--- src/rtl/bk_nibble_serial_adder.sv ---
// Wide adder that streams operands through one 4-bit Brent-Kung core, one nibble
// per cycle LSB first, with valid/ready handshakes on both sides.

module bk_add4 (
    input  logic [3:0] i_a,
    input  logic [3:0] i_b,
    input  logic       i_cin,
    output logic [4:0] o_sum
);
    logic [3:0] w_g;
    logic [3:0] w_p;
    logic       w_g10, w_p10, w_g32, w_p32, w_g20, w_p20, w_g30, w_p30;
    logic [4:0] w_c;

    assign w_g = i_a & i_b;
    assign w_p = i_a ^ i_b;

    // Brent-Kung prefix tree: pairwise groups, then the root, then the back-fill for bit 2
    assign w_g10 = w_g[1] | (w_p[1] & w_g[0]);
    assign w_p10 = w_p[1] & w_p[0];
    assign w_g32 = w_g[3] | (w_p[3] & w_g[2]);
    assign w_p32 = w_p[3] & w_p[2];
    assign w_g30 = w_g32 | (w_p32 & w_g10);
    assign w_p30 = w_p32 & w_p10;
    assign w_g20 = w_g[2] | (w_p[2] & w_g10);
    assign w_p20 = w_p[2] & w_p10;

    assign w_c[0] = i_cin;
    assign w_c[1] = w_g[0] | (w_p[0] & i_cin);
    assign w_c[2] = w_g10 | (w_p10 & i_cin);
    assign w_c[3] = w_g20 | (w_p20 & i_cin);
    assign w_c[4] = w_g30 | (w_p30 & i_cin);

    assign o_sum = {w_c[4], w_p ^ w_c[3:0]};
endmodule

module bk_nibble_serial_adder #(
    parameter int unsigned WIDTH = 16
) (
    input  logic             clk,
    input  logic             rst_n,
    input  logic             in_valid,
    output logic             in_ready,
    input  logic [WIDTH-1:0] a,
    input  logic [WIDTH-1:0] b,
    input  logic             cin,
    output logic             out_valid,
    input  logic             out_ready,
    output logic [WIDTH-1:0] sum,
    output logic             cout,
    output logic             ovf
);
    localparam int unsigned NIBBLES = WIDTH / 4;
    localparam int unsigned IDX_W   = (NIBBLES > 1) ? $clog2(NIBBLES) : 1;

    generate
        if ((WIDTH % 4) != 0 || WIDTH < 8) begin : g_bad_width
            $error("bk_nibble_serial_adder: WIDTH must be a multiple of 4 and at least 8");
        end
    endgenerate

    typedef enum logic [1:0] {S_IDLE, S_RUN, S_DONE} state_t;

    state_t           r_state;
    logic [WIDTH-1:0] r_a_sh;
    logic [WIDTH-1:0] r_b_sh;
    logic [WIDTH-1:0] r_sum;
    logic [IDX_W-1:0] r_idx;
    logic             r_carry;
    logic             r_a_msb;
    logic             r_b_msb;
    logic             r_cout;
    logic             r_ovf;
    logic [4:0]       w_core;
    logic             w_accept;
    logic             w_last;

    bk_add4 u_core (
        .i_a   (r_a_sh[3:0]),
        .i_b   (r_b_sh[3:0]),
        .i_cin (r_carry),
        .o_sum (w_core)
    );

    // Accept in DONE only alongside the output handshake so a result is never overwritten
    assign in_ready  = (r_state == S_IDLE) | ((r_state == S_DONE) & out_ready);
    assign out_valid = (r_state == S_DONE);
    assign w_accept  = in_valid & in_ready;
    assign w_last    = (r_idx == IDX_W'(NIBBLES - 1));
    assign sum       = r_sum;
    assign cout      = r_cout;
    assign ovf       = r_ovf;

    always_ff @(posedge clk or negedge rst_n) begin
        if (!rst_n) begin
            r_state <= S_IDLE;
            r_a_sh  <= '0;
            r_b_sh  <= '0;
            r_sum   <= '0;
            r_idx   <= '0;
            r_carry <= 1'b0;
            r_a_msb <= 1'b0;
            r_b_msb <= 1'b0;
            r_cout  <= 1'b0;
            r_ovf   <= 1'b0;
        end else begin
            if (w_accept) begin
                r_a_sh  <= a;
                r_b_sh  <= b;
                r_carry <= cin;
                r_idx   <= '0;
                r_a_msb <= a[WIDTH-1];
                r_b_msb <= b[WIDTH-1];
            end
            case (r_state)
                S_IDLE: begin
                    if (w_accept) r_state <= S_RUN;
                end
                S_RUN: begin
                    // Result nibbles enter at the top so the sum is aligned after NIBBLES passes
                    r_sum   <= {w_core[3:0], r_sum[WIDTH-1:4]};
                    r_carry <= w_core[4];
                    r_a_sh  <= {4'b0000, r_a_sh[WIDTH-1:4]};
                    r_b_sh  <= {4'b0000, r_b_sh[WIDTH-1:4]};
                    r_idx   <= r_idx + IDX_W'(1);
                    if (w_last) begin
                        r_cout  <= w_core[4];
                        r_ovf   <= (r_a_msb == r_b_msb) & (w_core[3] != r_a_msb);
                        r_state <= S_DONE;
                    end
                end
                S_DONE: begin
                    if (out_ready) r_state <= w_accept ? S_RUN : S_IDLE;
                end
                default: r_state <= S_IDLE;
            endcase
        end
    end
endmodule

--- config.mk ---
export PLATFORM = sky130hd
export DESIGN_NAME = bk_nibble_serial_adder
export DESIGN_NICKNAME = d
export VERILOG_FILES = /design/src/rtl/bk_nibble_serial_adder.sv
export SDC_FILE = /design/constraint.sdc
export NUM_CORES = 1
export LEC_CHECK = 0
export ABC_AREA = 1
export BUFFER_PORTS_ARGS = -buffer_cell sky130_fd_sc_hd__clkbuf_2
export CORE_MARGIN = 3
export CORE_UTILIZATION = 50
export DETAILED_ROUTE_END_ITERATION = 6
export PLACE_DENSITY = 0.82
export REMOVE_ABC_BUFFERS = 1
export SYNTH_ARGS = -nofsm -noshare
export SYNTH_HDL_FRONTEND = slang
export SYNTH_SLANG_ARGS = --single-unit
--- constraint.sdc ---
create_clock -name clk -period 3.48 [get_ports clk]
set_clock_uncertainty 0.05 [all_clocks]
set_input_delay 0.522 -clock clk [delete_from_list [all_inputs] [get_ports clk]]
set_output_delay 0.522 -clock clk [all_outputs]
set_load 0.02 [all_outputs]
==> results.py, run 1 <==
metrics = {
    "final_layout": {
        "layout.nets": 359,
        "n_fill_cell": 379,
        "stdcell_count": 371,
        "drive_above_1_share_pct": 23.2,
        "n_antenna_cell": 0,
        "areaGrowthSynthToFinish_pct": 18.8,
    },
    "synthesis": {
        "synth.distinct_cells": 23,
        "synth_area_leaders": "dfrtp_1, nand2_1, nor2_1",
        "synth_fa_ha_area_share_pct": 3.41,
        "yosysTopAreaCell": "dfrtp_1",
        "async_flop_share_pct": 100,
        "ys.flop_type": "dfrtp_1",
        "netlist_area_um2": 2420,
        "syn_area_per_cell_um2": 9.35,
        "yosysSeqAreaShare_pct": 58.9,
        "muxShareOfSynthArea_pct": 0,
        "syn_inst": 259,
        "synth_compound_area_share_pct": 13.4,
        "ys_top_cells_by_count": "dfrtp_1, nand2_1, nor2_1",
        "synth_edf_count": 0,
        "ys_ff_latch": 57,
        "synth-simple-area-share_pct": 17.9,
        "netlist.area_leader.share_pct": 58.9,
        "synth_warnings": 0,
        "synth-xor-area-share_pct": 0.362,
        "synth_top_family_by_area": "simple AND/OR/NAND/NOR gates",
        "synth_most_common_cell": "dfrtp_1",
    },
    "setup_path": {
        "critPathMaxFanout": 43,
        "startpoint_type": "flop",
        "worstPathRequired_ns": 3.70,
        "path_class": "flop to flop",
        "critPathCaptureType": "flop",
        "rr_worst_depth": 7,
        "arrival_ns": 2.29,
    },
    "detailed_routing": {
        "firstDrtPassIters": 4,
        "drc": 0,
        "wl_per_cell_um": 12.8,
        "wl_um": 4760,
        "drt_first_iter_violations": 88,
        "vias": 1938,
        "routed_via_density": 5.22,
        "ant_nets": 0,
    },
    "floorplanning": {
        "std_cell_rows": 24,
        "core-area_um2": 4500,
        "die_area_um2": 5720,
        "ios": 57,
        "die_x_um": 75.6,
        "start_util_pct": 53.8,
        "dieHeight_um": 75.6,
    },
    "timing": {
        "period_minus_slack_ns": 2.07,
        "finalCritPeriodShare_pct": 59.5,
        "fin_ws_ns": 1.41,
        "maxSlewHeadroom_pct": 53.0,
        "slew_violations": 0,
        "grt_setup_unrepaired": "no",
        "fmax_ghz": 0.483,
        "tns_ns": 0,
        "finalHoldViolations": 0,
        "worst_pin_slew_ns": 0.703,
        "setup_violations": 0,
    },
    "cts": {
        "cts_hold_buf": 0,
        "cts_sinks": 57,
        "post_cts_resize_count": 0,
        "h-tree-depth": 3,
        "cts-root-buf": "clkbuf_8",
        "numCtsBuffers": 9,
        "tritoncts": "built",
        "clock_latency_ns": 0.33,
        "clockBufferDepth": 2,
        "cts_setup_buffers": 0,
        "clk_pin_slew_ns": 0.06,
    },
    "flow_run": {
        "max-cap-violations": 0,
    },
    "placed_design": {
        "dp_worst_setup_slack_ns": 1.41,
        "routabilityCongestion": 0.789,
        "place_inst": 357,
        "io_buffer_count": 56,
        "dp_hpwl_um": 3320,
    },
    "grt": {
        "grt_max_degree": 44,
        "use_met2_pct": 30.7,
        "busiest_layer": "met2",
        "grt_antenna_before_repair": 0,
        "grt_util_met3_pct": 5.54,
        "grt_overflow": 0,
        "gr-usage-met1_pct": 23.8,
        "grt_pass1_vias": 1925,
        "grt_util_all_layers_pct": 19.5,
        "grt_pass1_wl_um": 8150,
    },
    "hold_path": {
        "hp-class": "primary input to async pin",
    },
    "pwr": {
        "power_density_nw_per_um2": 1090,
        "ir_drop_mv": 0.398,
        "leakage_nw": 1.51,
    },
    "status": {
        "status": "complete, no violations",
    },
}
## final timing paths
| check | startpoint | endpoint | slack, ns |
|---|---|---|---|
| setup / recovery | r_state[0] | r_a_sh[13] | 1.41 |
| hold / removal | rst_n | sum[8] | 0.14 |
| setup reg to reg | r_state[0] | r_a_sh[13] | 1.41 |
| hold reg to reg | sum[0] | sum[0] | 0.44 |
| max in group asynchronous | rst_n | r_a_sh[7] | 2.41 |
| min in group clk | b[12] | r_b_sh[12] | 0.37 |
## registers in the layout, indices dropped and copies added, names as in the netlist, 2 cells and up
register / cells
r_a_sh: 16
r_b_sh: 16
r_idx: 2
r_state: 2
sum: 16
## stage by stage
step	instance area (um2)	utilization, %	total power [mW]	hold slack (ns)
floorplan	2350	-	2.22	0.176
global route	2880	63.9	3.42	0.190
finish	2880	63.9	3.13	0.141
global placement	2720	60.3	2.56	0.414
detailed placement	2720	60.3	2.63	0.423
CTS	2880	63.9	3.16	0.154
## critical path: stages, from the launching register on
cell	delay, ns
dfrtp_1	0.40
inv_1	0.06
nor2_1	0.03
buf_4	0.19
inv_2	0.53
nand2_4	0.30
inv_2	0.26
a22o_1	0.16
## metal layers
layer  wire length, um  vias to the layer above
met2              2120                       63
met4                80                        0
li1                  -                      969
met1              2210                      896
met3               346                       10
met5                 0                        -
## power by group
part,internal [mW],total [mW],switching (mW),leakage [nW]
Sequential,1.00,1.19,0.189,0.697
Clock,0.290,0.518,0.228,0.0826
Combinational,0.515,1.42,0.907,0.729
## kinds of logic after synthesis
kind of cell / count (synthesis)
compound gates: 52
simple gates: 110
flops: 57
fa+ha+maj: 6
buf+inv: 33
xor+xnor: 1
## cell type report
type	instances	area, um2	share of cell area [%]
Sequential cell	57	1430	49.6
Inverter	21	78.8	2.74
Tap cell	52	65.1	2.26
Multi-Input combinational cell	169	850	29.5
Timing Repair Buffer	58	295	10.3
Clock buffer	14	163	5.65
## cell usage in the layout (no fill, tap or decap)
cell and n:
clkbuf_1 3, fa_1 1, inv_1 19, o21ai_0 14, nand2_2 1, a31oi_1 1
a22o_1 7, a21oi_2 1, o211ai_1 1, dfrtp_1 57, clkbuf_2 56, a21oi_1 4
xor2_1 1, buf_4 2, nand4_1 1, nor2_1 49, inv_2 2, ha_1 5
o22ai_1 24, nand3_1 7, nand2_4 1, nand2_1 51, clkbuf_8 11
Power figures use the tool's default switching activity.
==> run 2, diff against run 1 <==
--- a/config.mk
+++ b/config.mk
@@ -8,7 +8,7 @@
 export ABC_AREA = 1
 export BUFFER_PORTS_ARGS = -buffer_cell sky130_fd_sc_hd__clkbuf_2
 export CORE_MARGIN = 3
-export CORE_UTILIZATION = 50
+export CORE_UTILIZATION = 48
 export DETAILED_ROUTE_END_ITERATION = 6
 export PLACE_DENSITY = 0.82
 export REMOVE_ABC_BUFFERS = 1
==> constraint.sdc (replaced) <==
create_clock -name clk -period 1.7 [get_ports clk]
set_clock_uncertainty 0.05 [all_clocks]
set_input_delay 0.255 -clock clk [delete_from_list [all_inputs] [get_ports clk]]
set_output_delay 0.255 -clock clk [all_outputs]
set_load 0.02 [all_outputs]
==> run 2 against run 1 <==
Against the previous run: flip-flop and latch count unchanged; combinational power is 110% higher; final cell count is 5.1% higher; critical path depth grew 2; sequential power is 100% higher; design area is 2.0% higher; wire length is 0.25% higher; core utilization is 2.5 points lower; critical path type unchanged.
==> results.py, run 2 (synthesis gave the netlist of run 1 again) <==
metrics = {
    "detailed_routing": {
        "wl_um": 4770,
        "firstDrtPassIters": 4,
        "drc": 0,
        "routed_via_density": 4.83,
        "drt_first_iter_violations": 72,
        "ant_nets": 0,
        "wl_per_cell_um": 12.2,
        "vias": 1882,
    },
    "floorplanning": {
        "die_x_um": 77.0,
        "start_util_pct": 50.6,
        "ios": 57,
        "dieHeight_um": 77.0,
        "std_cell_rows": 25,
        "core-area_um2": 4790,
        "die_area_um2": 5940,
    },
    "grt": {
        "gr-usage-met1_pct": 21.6,
        "grt_max_degree": 58,
        "use_met2_pct": 27.0,
        "grt_util_met3_pct": 7.04,
        "grt_pass1_wl_um": 8080,
        "grt_util_all_layers_pct": 17.4,
        "busiest_layer": "met2",
        "grt_pass1_vias": 1798,
        "grt_overflow": 0,
        "grt_antenna_before_repair": 0,
    },
    "status": {
        "status": "complete, no violations",
    },
    "final_layout": {
        "n_fill_cell": 418,
        "stdcell_count": 390,
        "n_antenna_cell": 0,
        "layout_commonest_cell": "dfrtp_1",
        "drive_above_1_share_pct": 24.1,
        "layout.nets": 364,
        "areaGrowthSynthToFinish_pct": 21.2,
        "layout_common_cells": "dfrtp_1, clkbuf_2, nand2_1",
    },
    "hold_path": {
        "hold_depth": 2,
        "holdPathEnd": "r_a_sh[12]",
        "hp-class": "primary input to flop",
        "worstHoldStart": "a[12]",
    },
    "setup_path": {
        "worstPathRequired_ns": 1.85,
        "critPathMaxFanout": 4,
        "rr_endpoint": "r_carry",
        "critPathCaptureType": "flop",
        "path_class": "flop to flop",
        "startpoint_type": "flop",
        "rrSetupSlack_ns": 0.21,
        "r2r_start": "r_a_sh[1]",
        "arrival_ns": 1.64,
        "rr_worst_depth": 9,
    },
    "timing": {
        "worst_pin_slew_ns": 0.332,
        "period_minus_slack_ns": 1.49,
        "setup_violations": 0,
        "maxSlewHeadroom_pct": 77.9,
        "grt_setup_unrepaired": "no",
        "slew_violations": 0,
        "finalHoldViolations": 0,
        "finalCritPeriodShare_pct": 87.9,
        "fmax_ghz": 0.669,
    },
    "cts": {
        "tritoncts": "built",
        "h-tree-depth": 3,
        "post_cts_resize_count": 0,
        "clk_pin_slew_ns": 0.06,
        "cts_sinks": 57,
        "clock_latency_ns": 0.32,
        "clockBufferDepth": 2,
        "numCtsBuffers": 9,
        "cts-root-buf": "clkbuf_8",
    },
    "placed_design": {
        "place_inst": 376,
        "routabilityCongestion": 0.771,
        "dp_hpwl_um": 3340,
        "io_buffer_count": 56,
    },
    "pwr": {
        "leakage_nw": 1.53,
        "ir_drop_mv": 1.03,
        "power_mw": 6.44,
        "power_density_nw_per_um2": 2190,
    },
    "flow_run": {
        "max-cap-violations": 0,
    },
}
==> run 2: layer usage <==
metal,wire (um),share of wire (%),up-vias
met5,0,0,-
met4,44,0.92,0
met3,349,7.3,8
met2,2150,45,55
met1,2230,47,842
li1,-,-,977
==> run 2: final cells by class <==
cell class              count  area, um2  area share (%)
clock buffers              12        145            4.94
clock inverters             1       5.00           0.170
inverters                  21       78.8            2.68
multi-input cells         169        850            28.9
flip-flops and latches     57       1430            48.6
well taps                  67       83.8            2.85
repair buffers             63        348            11.8
==> run 2: how the worst max path moves through the flow <==
stage,depth (start not counted),from,to
2_1_floorplan,5,r_state[1],r_a_sh[12]
6_report,9,r_a_sh[1],r_carry
3_5_place_dp,9,r_a_sh[1],r_carry
5_1_grt,9,r_a_sh[1],r_carry
3_3_place_gp,9,r_a_sh[1],r_carry
4_1_cts,9,r_a_sh[1],r_carry
==> run 2: power breakdown <==
part	switching (mW)	leakage [nW]	internal (mW)
registers	0.385	0.697	2.05
clock network	0.460	0.0782	0.542
logic	1.88	0.757	1.13
total	2.72	1.53	3.72
==> run 2: what timing repair did <==
| item | in CTS | in global routing |
|---|---|---|
| hold buffers | 1 | 0 |
| setup buffers | 0 | 0 |
| endpoints found under the hold margin | 57 | 0 |
==> run 2: per-stage QoR <==
stage | worst slack [ns] | setup TNS [ns] | area (um2) | util, % | hold slack, ns
5_1_grt | 0.0594 | 0 | 2940 | 61.4 | 0.0892
2_1_floorplan | -0.531 | -15.06 | 2350 | - | -0.0906
3_3_place_gp | 0.272 | 0 | 2780 | 58.0 | 0.228
6_report | 0.205 | 0 | 2940 | 61.4 | 0.0997
3_5_place_dp | 0.212 | 0 | 2780 | 58.0 | 0.231
4_1_cts | 0.187 | 0 | 2940 | 61.4 | 0.0850
==> run 2: critical path, cell delays in order (launching register included) <==
cell and delay, ns:
dfrtp_1 0.38, ha_1 0.35, nand2_1 0.09, nand2_1 0.05, nand2_1 0.05, nand3_1 0.10, nand2_1 0.09, nand2_1 0.07
nand2_1 0.06, o211ai_1 0.09
